<file path="src/rtl/seg_adder_pipe.sv">
// Pipelined segmented adder/subtractor: one SEG-bit slice per stage with registered carries.
// Operands are skewed through the stages so a new operation can enter every cycle.
module seg_adder_pipe #(
  parameter int WIDTH = 8,
  parameter int SEG   = 2
) (
  input  logic             clk,
  input  logic             rst_n,
  input  logic             in_valid,
  output logic             in_ready,
  input  logic [WIDTH-1:0] a,
  input  logic [WIDTH-1:0] b,
  input  logic             cin,
  input  logic             sub,
  output logic             out_valid,
  input  logic             out_ready,
  output logic [WIDTH-1:0] sum,
  output logic             cout,
  output logic             ovf
);

  localparam int NSTAGE = WIDTH / SEG;

  logic             adv;
  logic [WIDTH-1:0] b_eff;
  logic             c_first;

  // The whole pipeline moves as one; a stalled output freezes every stage, bubbles included.
  assign adv      = !out_valid || out_ready;
  assign in_ready = adv;
  assign b_eff    = sub ? ~b : b;
  assign c_first  = sub ? 1'b1 : cin;

  for (genvar gi = 0; gi < NSTAGE; gi++) begin : stg
    // Operand bits still to be consumed when entering this stage.
    localparam int RW = WIDTH - SEG * gi;

    logic [RW-1:0]          a_src;
    logic [RW-1:0]          b_src;
    logic                   c_src;
    logic                   v_src;
    logic [SEG:0]           seg_sum;
    logic [SEG*(gi+1)-1:0]  s_next;
    logic                   v_reg;
    logic                   c_reg;
    logic [SEG*(gi+1)-1:0]  s_reg;

    if (gi == 0) begin : head
      assign a_src  = a;
      assign b_src  = b_eff;
      assign c_src  = c_first;
      assign v_src  = in_valid;
      assign s_next = seg_sum[SEG-1:0];
    end else begin : body
      assign a_src  = stg[gi-1].fwd.a_reg;
      assign b_src  = stg[gi-1].fwd.b_reg;
      assign c_src  = stg[gi-1].c_reg;
      assign v_src  = stg[gi-1].v_reg;
      assign s_next = {seg_sum[SEG-1:0], stg[gi-1].s_reg};
    end

    assign seg_sum = {1'b0, a_src[SEG-1:0]} + {1'b0, b_src[SEG-1:0]} + {{SEG{1'b0}}, c_src};

    always_ff @(posedge clk or negedge rst_n) begin
      if (!rst_n) begin
        v_reg <= 1'b0;
        c_reg <= 1'b0;
        s_reg <= '0;
      end else if (adv) begin
        v_reg <= v_src;
        c_reg <= seg_sum[SEG];
        s_reg <= s_next;
      end
    end

    if (gi < NSTAGE - 1) begin : fwd
      // Unconsumed upper operand bits; the MSB rides along for the overflow test.
      logic [RW-SEG-1:0] a_reg;
      logic [RW-SEG-1:0] b_reg;

      always_ff @(posedge clk or negedge rst_n) begin
        if (!rst_n) begin
          a_reg <= '0;
          b_reg <= '0;
        end else if (adv) begin
          a_reg <= a_src[RW-1:SEG];
          b_reg <= b_src[RW-1:SEG];
        end
      end
    end else begin : tail
      logic ovf_reg;

      always_ff @(posedge clk or negedge rst_n) begin
        if (!rst_n) begin
          ovf_reg <= 1'b0;
        end else if (adv) begin
          ovf_reg <= (a_src[RW-1] == b_src[RW-1]) && (seg_sum[SEG-1] != a_src[RW-1]);
        end
      end
    end
  end

  assign out_valid = stg[NSTAGE-1].v_reg;
  assign sum       = stg[NSTAGE-1].s_reg;
  assign cout      = stg[NSTAGE-1].c_reg;
  assign ovf       = stg[NSTAGE-1].tail.ovf_reg;

endmodule

</file>
<file path="config.mk">
export PLATFORM = sky130hd
export DESIGN_NAME = seg_adder_pipe
export DESIGN_NICKNAME = d
export VERILOG_FILES = /design/src/rtl/seg_adder_pipe.sv
export SDC_FILE = /design/constraint.sdc
export NUM_CORES = 1
export LEC_CHECK = 0
export CAP_MARGIN = 20
export CORE_ASPECT_RATIO = 0.8
export CORE_MARGIN = 2
export CORE_UTILIZATION = 30
export DETAILED_ROUTE_END_ITERATION = 8
export PLACE_DENSITY_LB_ADDON = 0.3
export SETUP_SLACK_MARGIN = 0.02
export SLEW_MARGIN = 20
export SYNTH_ARGS = -nofsm -noshare
export SYNTH_HDL_FRONTEND = slang
export SYNTH_SLANG_ARGS = --single-unit
</file>
<file path="constraint.sdc">
create_clock -name clk -period 1.8 [get_ports clk]
set_clock_uncertainty 0.2 [all_clocks]
set_input_delay 0.54 -clock clk [delete_from_list [all_inputs] [get_ports clk]]
set_output_delay 0.54 -clock clk [all_outputs]
set_load 0.02 [all_outputs]
</file>
======== After elaboration in Yosys (flattened, before gate mapping) ========
Index checks and enable logic that the tools add are counted.
storage, ports and cells
  register bits after elaboration ......... 53
  input port bits ......................... 22
cells by class
  add/subtract/negate cells ............... 8
  equal/unequal tests ..................... 2
  mux-type cells .......................... 2
  bitwise gates (word level) .............. 1
  reduce and logical (&&, ||, !) cells .... 3
operators with widths
  operator                                count
  2-bit by 2-bit adder with 3-bit output  4
  3-bit by 1-bit adder with 3-bit output  4
  8-bit 2-to-1 mux                        1
  8-bit NOT                               1
  1-bit equality test                     1
  1-bit logical AND                       1
  1-bit logical NOT                       1
  1-bit logical OR                        1
  1-bit 2-to-1 mux                        1
  1-bit inequality test                   1

======== Logic depth before layout (Yosys ltp) ========
Gate-level depths: netlist (run 1).
  depth after elaboration ................. 4
  mapped depth ............................ 6
  depth with buffers taken out ............ 5

======== Worst setup path after synthesis (run 1) ========
OpenSTA, ideal clock, no wires.
  kind .................................... input to register
  start ................................... in sub
  end ..................................... reg stg[0].s_reg[1]
  library setup time ...................... 0.125 ns
  arrival time ............................ 1.964 ns
  path slack .............................. -0.489 ns
  stages .................................. 6
  path through ............................ buf_2 xnor2_1 fa_1 inv_1 fa_1 mux2_4
between the ends
  cells in the longest elaborated chain, start to end .. 3
  elaborated cells on any way between the ends .. 4
  those cells by class .................... add/sub: 2; mux: 2
ends and longest elaborated chain
  element                                   line  source
  from (decl)                               14    input logic sub,
  8-bit 2-to-1 mux                          31    assign b_eff = sub ? ~b : b;
  2-bit by 2-bit adder with 3-bit output    62    assign seg_sum = {1'b0, a_src[SEG-1:0]} + {1'b0, b_src[SEG-1:0]} + {{SEG{1'b0}}, c_src};
  3-bit by 1-bit adder with 3-bit output *  62
  named net stg[0].seg_sum[1]               42    logic [SEG:0] seg_sum;
  to (signal assigned)                      72    s_reg <= s_next;
  to (decl)                                 46    logic [SEG*(gi+1)-1:0] s_reg;
The timed path passes the listed nets; every way through them passes the cells marked *.
A chain may end at the register's enable or synchronous reset.

======== Worst setup path after layout (run 1) ========
  start ................................... reg stg[2].fwd.a_reg[0]
  end ..................................... reg stg[3].tail.ovf_reg, in the netlist ovf
between the ends
  cells in the longest elaborated chain, start to end .. 4
ends and longest elaborated chain
  element                                 line  source
  from (decl)                             78    logic [RW-SEG-1:0] a_reg;
  from (signal assigned)                  86    a_reg <= a_src[RW-1:SEG];
  2-bit by 2-bit adder with 3-bit output  62
  3-bit by 1-bit adder with 3-bit output  62
  1-bit inequality test                   97    ovf_reg <= (a_src[RW-1] == b_src[RW-1]) && (seg_sum[SEG-1] != a_src[RW-1]);
  1-bit logical AND                       97
  to (signal assigned)                    97
  to (decl)                               91    logic ovf_reg;
No other way between the ends.

==> summary.txt, run 1 <==
Outcome
  • Failing checks: negative setup slack
  • Status: finished, violations left

Final layout
  • Layout Utilization: 0.3945
  • Fin area: between 3000 and 4000 um^2
  • Fin cells: approximately 320
  • Layout net count: 239
  • Antenna cell count: 0
  • Share of layout cells above drive strength 1: 0.4067
  • Area Growth Syn to Fin: 27.25%

Timing
  • Period utilization: 1.066
  • Slew Limit Headroom: 0.7645
  • Final hold violations: 0
  • Final setup violating endpoints: 2
  • Post-layout min period: 1.919 ns
  • RSZ-0062 raised after global routing: yes
  • Worst-Margin Slew: between 0.3 and 0.4 ns
  • FMAX: 521.0 MHz
  • Final WS setup: -0.1192 ns
  • WHS: between 0.015 and 0.02 ns
  • Slew Limit Fails: 0

Synthesis
  • Synth Flop Type: dfrtp_1
  • Syn Inst Count: between 150 and 200
  • Synth area leaders: dfrtp_1 54%, mux2_4 21%, fa_1 6.5%
  • Post-synthesis instance area: between 2000 and 2500 um^2
  • EDFF count, synth: 0
  • Avg Cell Area, Syn: ~15 um^2
  • Syn nets: around 190
  • Seq/Total Area, Yosys: 0.5359
  • FF+latch count, synth: 53
  • Largest area contributor in the netlist: dfrtp_1
  • Distinct cells, synth: 18
  • Most frequent cells after synthesis: 53 x dfrtp_1, 35 x mux2_4, 18 x inv_1
  • Synth top area share: 0.5359
  • Warnings from Yosys: 0
  • Most frequent cell after synthesis: dfrtp_1
  • Synth async-reset ratio: 1.000

Critical path
  • Reg2reg path depth: 5
  • Nature of the critical path endpoint: flop
  • WP data arrival: 1.91 ns
  • Worst r2r src: stg[2].fwd.a_reg[0]$_DFFE_PN0P_
  • Crit path launch type: flop
  • Worst endpoint required time: 1.79 ns
  • FF-to-FF setup slack: -0.12 ns
  • Max FO, Critical Path: 2
  • RR Endpoint: ovf$_DFFE_PN0P_
  • Critical setup path kind: reg2reg

Power
  • Final Total Pwr: approximately 5 mW
  • Switching Share: 0.3101
  • Pleak: ~1.5 nW
  • Combinational share of power: 0.430
  • Clock power frac: 0.164
  • Switch Pwr: 1.553 mW
  • Power per cell area: about 1600 nW/um^2
  • Int Pwr: 3.455 mW
  • Worst VDD drop: 515.2 uV
  • Sequential power share: 0.406

Clock tree
  • Clk_lat worst skew: roughly 0.30 ns
  • TritonCTS Buffers: 5
  • CTS tree: built
  • H-tree depth: 2
  • Worst-path clk slew: approximately 0.09 ns
  • Clock sinks: 53
  • Clock Root Buffer: clkbuf_8
  • Hold buffers post-CTS: 0
  • CTS max path bufs: 2

Route
  • Routed Antenna Nets: 0
  • WL/cell: around 13 um
  • Post-Route WL: 4.003 mm
  • DRC Markers: 0
  • Drt first-iter violations: 47
  • Vias per cell: between 4 and 5
  • Vias: 1276
  • Drt pass-1 iters: 6

GRT
  • Grt total ovfl: 0
  • Initial antenna violation count: 0
  • First-pass GRT wire length: around 7.0 mm
  • Total global routing track utilization: 0.1004
  • Vias in the first global route: around 1400
  • Largest net degree at the start of global routing: 54

Floorplanning
  • # rows: 29
  • Starting Density: 0.3100
  • Die Y: roughly 85 um
  • DIE WIDTH: 105.5 um
  • Core area: between 7000 and 8000 um^2
  • Die area: around 9000 um^2
  • Top-level port count: 34

Placed design
  • Post-DP HPWL: 2.758 mm
  • Placed insts: 305
  • DP Area: between 2000 and 3000 um^2
  • # port buffers: 33
  • Final GP Congestion: 0.6894

Run
  • Number of max-cap violations: 0

Hold path
  • Min-delay worst type: in2async
## layer usage
layer  part of all wire  wire length, um  GRT usage  vias to the layer above
met1               0.52             2086     0.1479                      622
met5                  0                0          0                        -
met2               0.42             1679     0.1367                       32
met3              0.042              167    0.02688                        4
li1                   -                -          -                      618
met4              0.017               69    0.04665                        0
## worst max-delay path: stages, from the launching register on
cell and delay [ns]:
dfrtp_1 0.39, inv_2 0.05, fa_2 0.36, fa_1 0.47
xnor2_1 0.14, a31o_2 0.19
## cells by family after synthesis
logic type / share of synthesized area
AO/OA/AOI/OAI: 0.01972
XOR/XNOR: 0.03185
buffers and inverters: 0.05864
multiplexers: 0.2467
AND/OR/NAND/NOR: 0.03741
adder cells (fa/ha/maj): 0.06977
flip-flops: 0.5359
## final cells by class
| class | instances | area, um^2 |
|---|---|---|
| sequential | 53 | 1328 |
| clock buffer | 7 | 86.33 |
| tap | 108 | 135.1 |
| clock inverter | 1 | 30.03 |
| inverter | 18 | 67.56 |
| timing repair buffer | 48 | 451.7 |
| multi-input combinational | 82 | 1051 |
| fill | 798 | 4833 |
## what timing repair did
action                                  in CTS  in global routing
endpoints found under the hold margin        0                  0
endpoints found under the setup margin      64                 18
pin swaps                                    7                  4
resized for setup                           45                 24
setup buffers                                3                  1
## worst max path at each step
stage	startpoint	end	slack, ns	cells past startpoint
after CTS	stg[2].fwd.a_reg[0]$_DFFE_PN0P_	ovf$_DFFE_PN0P_	-0.12	5
final	stg[2].fwd.a_reg[0]$_DFFE_PN0P_	ovf$_DFFE_PN0P_	-0.12	5
after global placement	sub	stg[0].s_reg[1]$_DFFE_PN0P_	-0.89	6
after detailed placement	sub	stg[0].s_reg[1]$_DFFE_PN0P_	-0.93	6
after global routing	stg[2].fwd.a_reg[0]$_DFFE_PN0P_	ovf$_DFFE_PN0P_	-0.19	5
after floorplan	sub	stg[0].s_reg[1]$_DFFE_PN0P_	-0.37	6
## metrics by stage
stage,setup slack (ns),TNS [ns]
2_1_floorplan,-0.3734,-0.6779
3_3_place_gp,-0.8916,-27.95
3_5_place_dp,-0.9269,-28.04
4_1_cts,-0.1229,-0.2142
5_1_grt,-0.1888,-0.3094
6_report,-0.1192,-0.1679
## cells in the final DEF, fill, tap and decap left out
| cell type | count |
|---|---|
| a21oi_1 | 7 |
| a21oi_2 | 1 |
| a31o_2 | 1 |
| and3b_1 | 1 |
| buf_12 | 2 |
| buf_2 | 2 |
| buf_4 | 11 |
| buf_6 | 4 |
| buf_8 | 1 |
| bufinv_16 | 1 |
| clkbuf_1 | 1 |
| clkbuf_2 | 4 |
| clkbuf_8 | 6 |
| clkdlybuf4s15_1 | 9 |
| clkdlybuf4s50_1 | 14 |
| dfrtp_1 | 52 |
| dfrtp_2 | 1 |
| dlygate4sd2_1 | 1 |
| fa_1 | 4 |
| fa_2 | 4 |
| ha_1 | 1 |
| inv_1 | 14 |
| inv_2 | 4 |
| mux2_2 | 4 |
| mux2_4 | 35 |
| mux2i_1 | 4 |
| nand2b_1 | 1 |
| nand2b_4 | 1 |
| nor2_4 | 1 |
| nor3b_1 | 8 |
| xnor2_1 | 3 |
| xnor2_4 | 1 |
| xor2_1 | 4 |
| xor2_2 | 1 |
## power by group through the flow
stage                     logic, mW  registers [mW]  clock network [mW]
final                          2.15            2.03               0.824
after global routing           2.36            2.12               0.912
after CTS                      2.15            2.05               0.854
after detailed placement       2.17            2.07                   0
after global placement         2.14            2.06                   0
after floorplan                1.44            2.12                   0
(Power assumes the default switching activity.)
==> inputs of run 2 (changes only) <==
--- a/config.mk
+++ b/config.mk
@@ -5,6 +5,7 @@
 export SDC_FILE = /design/constraint.sdc
 export NUM_CORES = 1
 export LEC_CHECK = 0
+export ABC_AREA = 1
 export CAP_MARGIN = 20
 export CORE_ASPECT_RATIO = 0.8
 export CORE_MARGIN = 2
==> run 2 against run 1 <==
Effect of this change:
- the run now ends clean
- utilization fell by 0.43 points
- final area down 7.5%
- fmax increased by 6.7%
==> summary.txt, run 2 <==
Synthesis
  • Xor and xnor fraction of the mapped netlist area: 0.01133 (-0.02052)
  • Post-synthesis mux area share: 0 (-0.2467)
  • Adder-Cell Fraction of Synth Area: 0.07447 (+0.004706)
  • Distinct cells, synth: 19 (+1)
  • Post-synthesis instance area: 2318 um^2 (-6.3%)
  • Most frequent cells after synthesis: 103 x nand2_1, 53 x dfrtp_1, 23 x inv_1, 23 x o21ai_0, 8 x fa_1
  • Synth Flop Type: dfrtp_1
  • Synth async-reset ratio: 1.000 (unchanged)
  • EDFF count, synth: 0 (unchanged)
  • Synth Area in Simple Gates: 0.2013 (+0.1639)
  • Syn nets: 278 (+45%)
  • Largest area contributor in the netlist: dfrtp_1
  • Syn Inst Count: 247 (+53%)
  • Synth area leaders: dfrtp_1 57%, nand2_1 17%, fa_1 6.9%
  • Synth top area share: 0.5720 (+0.03615)
  • Most frequent cell after synthesis: nand2_1
  • FF+latch count, synth: 53 (unchanged)
  • Largest family of logic cells by synthesized area: simple AND/OR/NAND/NOR gates
  • Avg Cell Area, Syn: 9.387 um^2 (-39%)
  • Complex-gate fraction of the synthesized area: 0.06044 (+0.04073)
  • Warnings from Yosys: 0 (unchanged)
  • Seq/Total Area, Yosys: 0.5720 (+0.03615)

Critical path
  • WP data arrival: 1.80 ns (-0.11 ns)
  • Worst endpoint required time: 1.80 ns (about the same)
  • Reg2reg path depth: 6 (+1)
  • Nature of the critical path endpoint: flop
  • FF-to-FF setup slack: 0.0005 ns (+0.12 ns)
  • Worst r2r src: stg[2].fwd.b_reg[0]$_DFFE_PN0P_
  • Crit path launch type: flop
  • RR Endpoint: ovf$_DFFE_PN0P_
  • Max FO, Critical Path: 2 (unchanged)
  • Critical setup path kind: reg2reg

Route
  • Routed Antenna Nets: 0 (unchanged)
  • Drt first-iter violations: 74 (+57%)
  • WL/cell: 10.09 um (-20%)
  • Post-Route WL: 3.916 mm (-2.2%)
  • Vias per cell: 3.997 (-0.69%)
  • Vias: 1551 (+22%)
  • Drt pass-1 iters: 4 (-2)
  • DRC Markers: 0 (unchanged)

Final layout
  • Most frequent cells in the layout: 103 x nand2_1, 53 x dfrtp_1, 21 x inv_1
  • Layout Utilization: 0.3902 (-0.004340)
  • Area Growth Syn to Fin: 25.58%
  • Layout net count: 313 (+31%)
  • Share of layout cells above drive strength 1: 0.1307 (-0.2760)
  • Antenna cell count: 0 (unchanged)
  • Most common cell after layout, fill and taps aside: nand2_1

Clock tree
  • Worst-path clk slew: 0.09 ns (about the same)
  • CTS tree: built
  • TritonCTS Buffers: 5 (unchanged)
  • H-tree depth: 2 (unchanged)
  • CTS max path bufs: 2 (unchanged)
  • Clock sinks: 53 (unchanged)
  • Clk_lat worst skew: 0.30 ns (about the same)
  • Clock Root Buffer: clkbuf_8

Power
  • Pleak: 1.422 nW (-4.3%)
  • Power per cell area: 1476 nW/um^2 (-7.2%)
  • Final Total Pwr: 4.298 mW (-14%)
  • Worst VDD drop: 419.1 uV (-19%)

Run
  • Number of max-cap violations: 0 (unchanged)

Floorplanning
  • DIE WIDTH: 102.3 um (-3.1%)
  • Top-level port count: 34 (unchanged)
  • Starting Density: 0.3107 (+0.0006662)
  • Core area: 7462 um^2 (-6.5%)
  • Die area: 8452 um^2 (-6.1%)
  • # rows: 28 (-3.4%)
  • Die Y: 82.63 um (-3.1%)

GRT
  • Total global routing track utilization: 0.1065 (+0.006064)
  • Vias in the first global route: 1519 (+8.2%)
  • Grt total ovfl: 0 (unchanged)
  • Initial antenna violation count: 0 (unchanged)
  • First-pass GRT wire length: 6.913 mm (-1.3%)
  • Largest net degree at the start of global routing: 57 (+5.6%)

Timing
  • RSZ-0062 raised after global routing: yes
  • Slew Limit Headroom: 0.6556 (-0.1089)
  • Sum Neg Setup Slack: 0 ns (+0.1679 ns)
  • Worst-Margin Slew: 0.5166 ns (+0.1633 ns)
  • Final setup violating endpoints: 0 (-2)
  • Post-layout min period: 1.799 ns (-0.1198 ns)
  • FMAX: 555.7 MHz (+6.7%)
  • Final hold violations: 0 (unchanged)
  • Period utilization: 0.9997 (-0.06654)
  • WHS: 0.01276 ns (-0.003321 ns)
  • Slew Limit Fails: 0 (unchanged)

Hold path
  • Min-delay worst type: in2async

Placed design
  • Final GP Congestion: 0.7210 (+4.6%)
  • # port buffers: 33 (unchanged)
  • Post-DP HPWL: 2.646 mm (-4.1%)

Outcome
  • Status: complete, no violations
-- run 2: area by class of cell --
type,instances,area [um^2]
Clock buffer,7,96.34
Inverter,25,93.84
Clock inverter,1,5.005
Fill cell,776,4551
Timing Repair Buffer,40,416.7
Multi-Input combinational cell,157,842.1
Sequential cell,53,1326
Tap cell,105,131.4
-- run 2: worst max-delay path by stage --
stage | from | end | slack [ns] | cells past startpoint
floorplan | sub | stg[0].s_reg[1]$_DFFE_PN0P_ | -0.22 | 7
global placement | sub | stg[0].s_reg[1]$_DFFE_PN0P_ | -0.75 | 7
detailed placement | sub | stg[0].s_reg[1]$_DFFE_PN0P_ | -0.77 | 7
CTS | stg[2].fwd.b_reg[0]$_DFFE_PN0P_ | ovf$_DFFE_PN0P_ | -0.02 | 6
global route | stg[2].fwd.b_reg[0]$_DFFE_PN0P_ | ovf$_DFFE_PN0P_ | -0.12 | 6
finish | stg[2].fwd.b_reg[0]$_DFFE_PN0P_ | ovf$_DFFE_PN0P_ | 0.0005 | 6
-- run 2: power breakdown --
group          switching (mW)  internal (mW)
Clock                   0.364          0.348
Combinational           0.941          0.697
Sequential              0.236           1.71
Total                    1.54           2.76
-- run 2: kinds of logic after synthesis --
kind of cell | after synthesis
AND/OR/NAND/NOR | 117
flip-flops | 53
buffers and inverters | 37
AO/OA/AOI/OAI | 28
adder cells (fa/ha/maj) | 9
XOR/XNOR | 3
-- run 2: routing by layer --
layer / vias up / track usage / wire length (um)
met3: 2 / 0.04040 / 209
met5: - / 0 / 0
li1: 815 / - / -
met2: 31 / 0.1645 / 1690
met4: 0 / 0.02800 / 18
met1: 703 / 0.1417 / 1998
-- run 2: through the flow --
step                instances  cell area [um^2]  worst slack, ns
CTS                       387              2884         -0.01907
floorplan                 247              2357          -0.2186
global route              388              2912          -0.1213
detailed placement        379              2789          -0.7740
global placement          379              2789          -0.7455
finish                    388              2912        0.0005355
-- run 2: timing repair --
| item | in CTS | in global routing |
|---|---|---|
| setup buffers | 0 | 1 |
| endpoints found under the setup margin | 22 | 17 |
| pin swaps | 6 | 4 |
| resized for setup | 37 | 18 |
| hold buffers | 0 | 0 |
-- run 2: critical path: stages, from the launching register on --
cell     delay (ns)
dfrtp_1        0.35
inv_2          0.05
fa_2           0.38
fa_1           0.48
xnor2_1        0.14
nand2_1        0.06
nand2_1        0.04
==> inputs of run 3 (changes only) <==
--- a/config.mk
+++ b/config.mk
@@ -8,8 +8,9 @@
 export ABC_AREA = 1
 export CAP_MARGIN = 20
 export CORE_ASPECT_RATIO = 0.8
-export CORE_MARGIN = 2
+export CORE_MARGIN = 4
 export CORE_UTILIZATION = 30
+export CTS_CLUSTER_DIAMETER = 60
 export DETAILED_ROUTE_END_ITERATION = 8
 export PLACE_DENSITY_LB_ADDON = 0.3
 export SETUP_SLACK_MARGIN = 0.02
==> constraint.sdc (replaced) <==
create_clock -name clk -period 1.8 [get_ports clk]
set_clock_uncertainty 0.2 [all_clocks]
set_input_delay 0.36 -clock clk [delete_from_list [all_inputs] [get_ports clk]]
set_output_delay 0.36 -clock clk [all_outputs]
set_load 0.02 [all_outputs]
==> run 3 against run 2 <==
Effect of this change:
- global-route usage fell by 1.0 points
- worst setup slack better by 0.015 ns
- cell count increased by 0.77%
- routed wire length rose by 1.5%
- hold slack gained 0.24 ns
- largest cell class unchanged
==> summary.txt, run 3 (synthesis results as in run 2) <==
Outcome
  • Status: complete, no violations

Critical path
  • FF-to-FF setup slack: 0.02 ns (about the same)
  • CP max-delay cell: fa_1
  • Worst endpoint required time: 1.85 ns (+0.05 ns)
  • Crit path launch type: flop
  • Max FO, Critical Path: 2 (unchanged)
  • CP Buf/Inv Count: 1 (unchanged)
  • WP data arrival: 1.83 ns (+0.03 ns)
  • Critical setup path kind: reg2reg
  • Nature of the critical path endpoint: flop
  • Reg2reg path depth: 6 (unchanged)
  • CP peak stage delay: 0.51 ns (+0.03 ns)
  • RR Endpoint: ovf$_DFFE_PN0P_
  • Worst r2r src: stg[2].fwd.b_reg[0]$_DFFE_PN0P_
  • Most frequent CP cell: nand2_1
  • Cell class contributing the biggest share of worst-path delay: adder cells
  • Crit-path cells: inv_2 -> fa_2 -> fa_1 -> xnor2_1 -> nand2_1 -> nand2_1

Power
  • Pleak: 1.432 nW (+0.69%)
  • Worst VDD drop: 400.0 uV (-4.6%)
  • Power per cell area: 1457 nW/um^2 (-1.3%)
  • Final Total Pwr: 4.219 mW (-1.8%)

Route
  • Vias: 1563 (+0.77%)
  • Drt first-iter violations: 70 (-5.4%)
  • Vias per cell: 3.997 (about the same)
  • Drt pass-1 iters: 4 (unchanged)
  • DRC Markers: 0 (unchanged)
  • Routed Antenna Nets: 0 (unchanged)
  • Post-Route WL: 3.975 mm (+1.5%)
  • WL/cell: 10.17 um (+0.73%)

Floorplanning
  • Core area: 7462 um^2 (unchanged)
  • # rows: 28 (unchanged)
  • Top-level port count: 34 (unchanged)
  • DIE WIDTH: 106.3 um (+3.9%)
  • Die Y: 86.63 um (+4.8%)
  • Die area: 9207 um^2 (+8.9%)
  • Starting Density: 0.3107 (unchanged)

GRT
  • Grt total ovfl: 0 (unchanged)
  • Initial antenna violation count: 0 (unchanged)
  • Vias in the first global route: 1556 (+2.4%)
  • Total global routing track utilization: 0.09652 (-0.009976)
  • First-pass GRT wire length: 7.120 mm (+3.0%)
  • Largest net degree at the start of global routing: 57 (unchanged)

Clock tree
  • CTS max path bufs: 2 (unchanged)
  • TritonCTS Buffers: 5 (unchanged)
  • Clock Root Buffer: clkbuf_8
  • Clk_lat worst skew: 0.31 ns (about the same)
  • Worst-path clk slew: 0.09 ns (about the same)
  • Clock sinks: 53 (unchanged)
  • CTS tree: built
  • H-tree depth: 2 (unchanged)

Final layout
  • Antenna cell count: 0 (unchanged)
  • Fin area: 2895 um^2 (-0.56%)
  • Share of layout cells above drive strength 1: 0.1294 (-0.001371)
  • Most common cell after layout, fill and taps aside: nand2_1
  • Layout net count: 316 (+0.96%)
  • Layout fillers: 788 (+1.5%)
  • Most frequent cells in the layout: 103 x nand2_1, 53 x dfrtp_1, 21 x o21ai_0
  • Area Growth Syn to Fin: 24.88%

Timing
  • Worst-Margin Slew: 0.5090 ns (-0.007558 ns)
  • Sum Neg Setup Slack: 0 ns (unchanged)
  • Period utilization: 0.9914 (-0.008304)
  • Final hold violations: 0 (unchanged)
  • Slew Limit Headroom: 0.6607 (+0.005039)
  • FMAX: 560.4 MHz (+0.84%)
  • Final WS setup: 0.01548 ns (+0.01495 ns)
  • Post-layout min period: 1.785 ns (-0.01495 ns)
  • Final setup violating endpoints: 0 (unchanged)
  • RSZ-0062 raised after global routing: yes
  • WHS: 0.2555 ns (+0.2427 ns)
  • Slew Limit Fails: 0 (unchanged)

Hold path
  • Worst Hold End: out_valid$_DFFE_PN0P_
  • Min-delay worst type: reg2reg
  • Hold Crit Start: stg[2].v_reg$_DFFE_PN0P_
  • Hold path depth: 2

Placed design
  • Final GP Congestion: 0.7195 (-0.21%)
  • DP Worst Slack: -0.6030 ns (+0.1710 ns)
  • # port buffers: 33 (unchanged)
  • Post-DP HPWL: 2.587 mm (-2.2%)
  • DP Area: 2796 um^2 (+0.27%)

Run
  • Number of max-cap violations: 0 (unchanged)
-- run 3: cell types whose count changed in the layout (fill, tap and decap cells not counted), sizes merged, moves of 2 or more --
cell and delta:
clkinvlp +2, clkdlybuf4s50 +2, clkdlybuf4s15 -11, dlygate4sd2 +10
-- run 3: layout make-up --
type | instances | area, um^2 | area share
clock inverter | 2 | 15.01 | 0.005186
tap | 105 | 131.4 | 0.04538
sequential | 53 | 1326 | 0.4581
inverter | 25 | 93.84 | 0.03241
timing repair buffer | 43 | 419.2 | 0.1448
clock buffer | 6 | 72.57 | 0.02506
multi-input combinational | 157 | 837.1 | 0.2891
-- run 3: worst min-delay path, cell delays in order (launching register included) --
cell and delay [ns]:
dfrtp_1 0.33, inv_1 0.04, nand2_1 0.05
-- run 3: worst max-delay path by stage --
stage	from	end	slack, ns	cells after the start
after floorplan	sub	stg[0].s_reg[1]$_DFFE_PN0P_	-0.04	7
after global placement	sub	stg[0].s_reg[1]$_DFFE_PN0P_	-0.58	7
after detailed placement	sub	stg[0].s_reg[1]$_DFFE_PN0P_	-0.60	7
after CTS	stg[2].fwd.b_reg[0]$_DFFE_PN0P_	ovf$_DFFE_PN0P_	0.007	6
after global routing	stg[2].fwd.b_reg[0]$_DFFE_PN0P_	ovf$_DFFE_PN0P_	-0.09	6
final	stg[2].fwd.b_reg[0]$_DFFE_PN0P_	ovf$_DFFE_PN0P_	0.02	6
-- run 3: what timing repair did --
item | 4_1_cts | 5_1_grt
pin swaps | 3 | 1
endpoints found under the hold margin | 53 | 0
gates resized for setup | 21 | 8
hold buffers | 1 | 0
setup endpoints to repair | 15 | 6
cloned | 0 | 0
buffers inserted | 1 | 1
-- run 3: stage by stage --
stage,util,instances
finish,0.3880,391
global route,0.3880,391
CTS,0.3870,390
detailed placement,0.3747,380
global placement,0.3747,380
floorplan,-,247
-- run 3: metal layers --
metal / routed length, um / up-vias / GRT usage / part of all wire
met2: 1728 / 26 / 0.1495 / 0.43
met5: 0 / - / 0 / 0
met1: 2002 / 718 / 0.1264 / 0.50
met3: 220 / 2 / 0.03946 / 0.055
met4: 24 / 0 / 0.02471 / 0.0060
li1: - / 817 / - / -
-- run 3: report_power, final --
group | internal (mW) | switching [mW]
Clock | 0.275 | 0.388
Sequential | 1.71 | 0.229
Combinational | 0.677 | 0.938
Total | 2.66 | 1.56
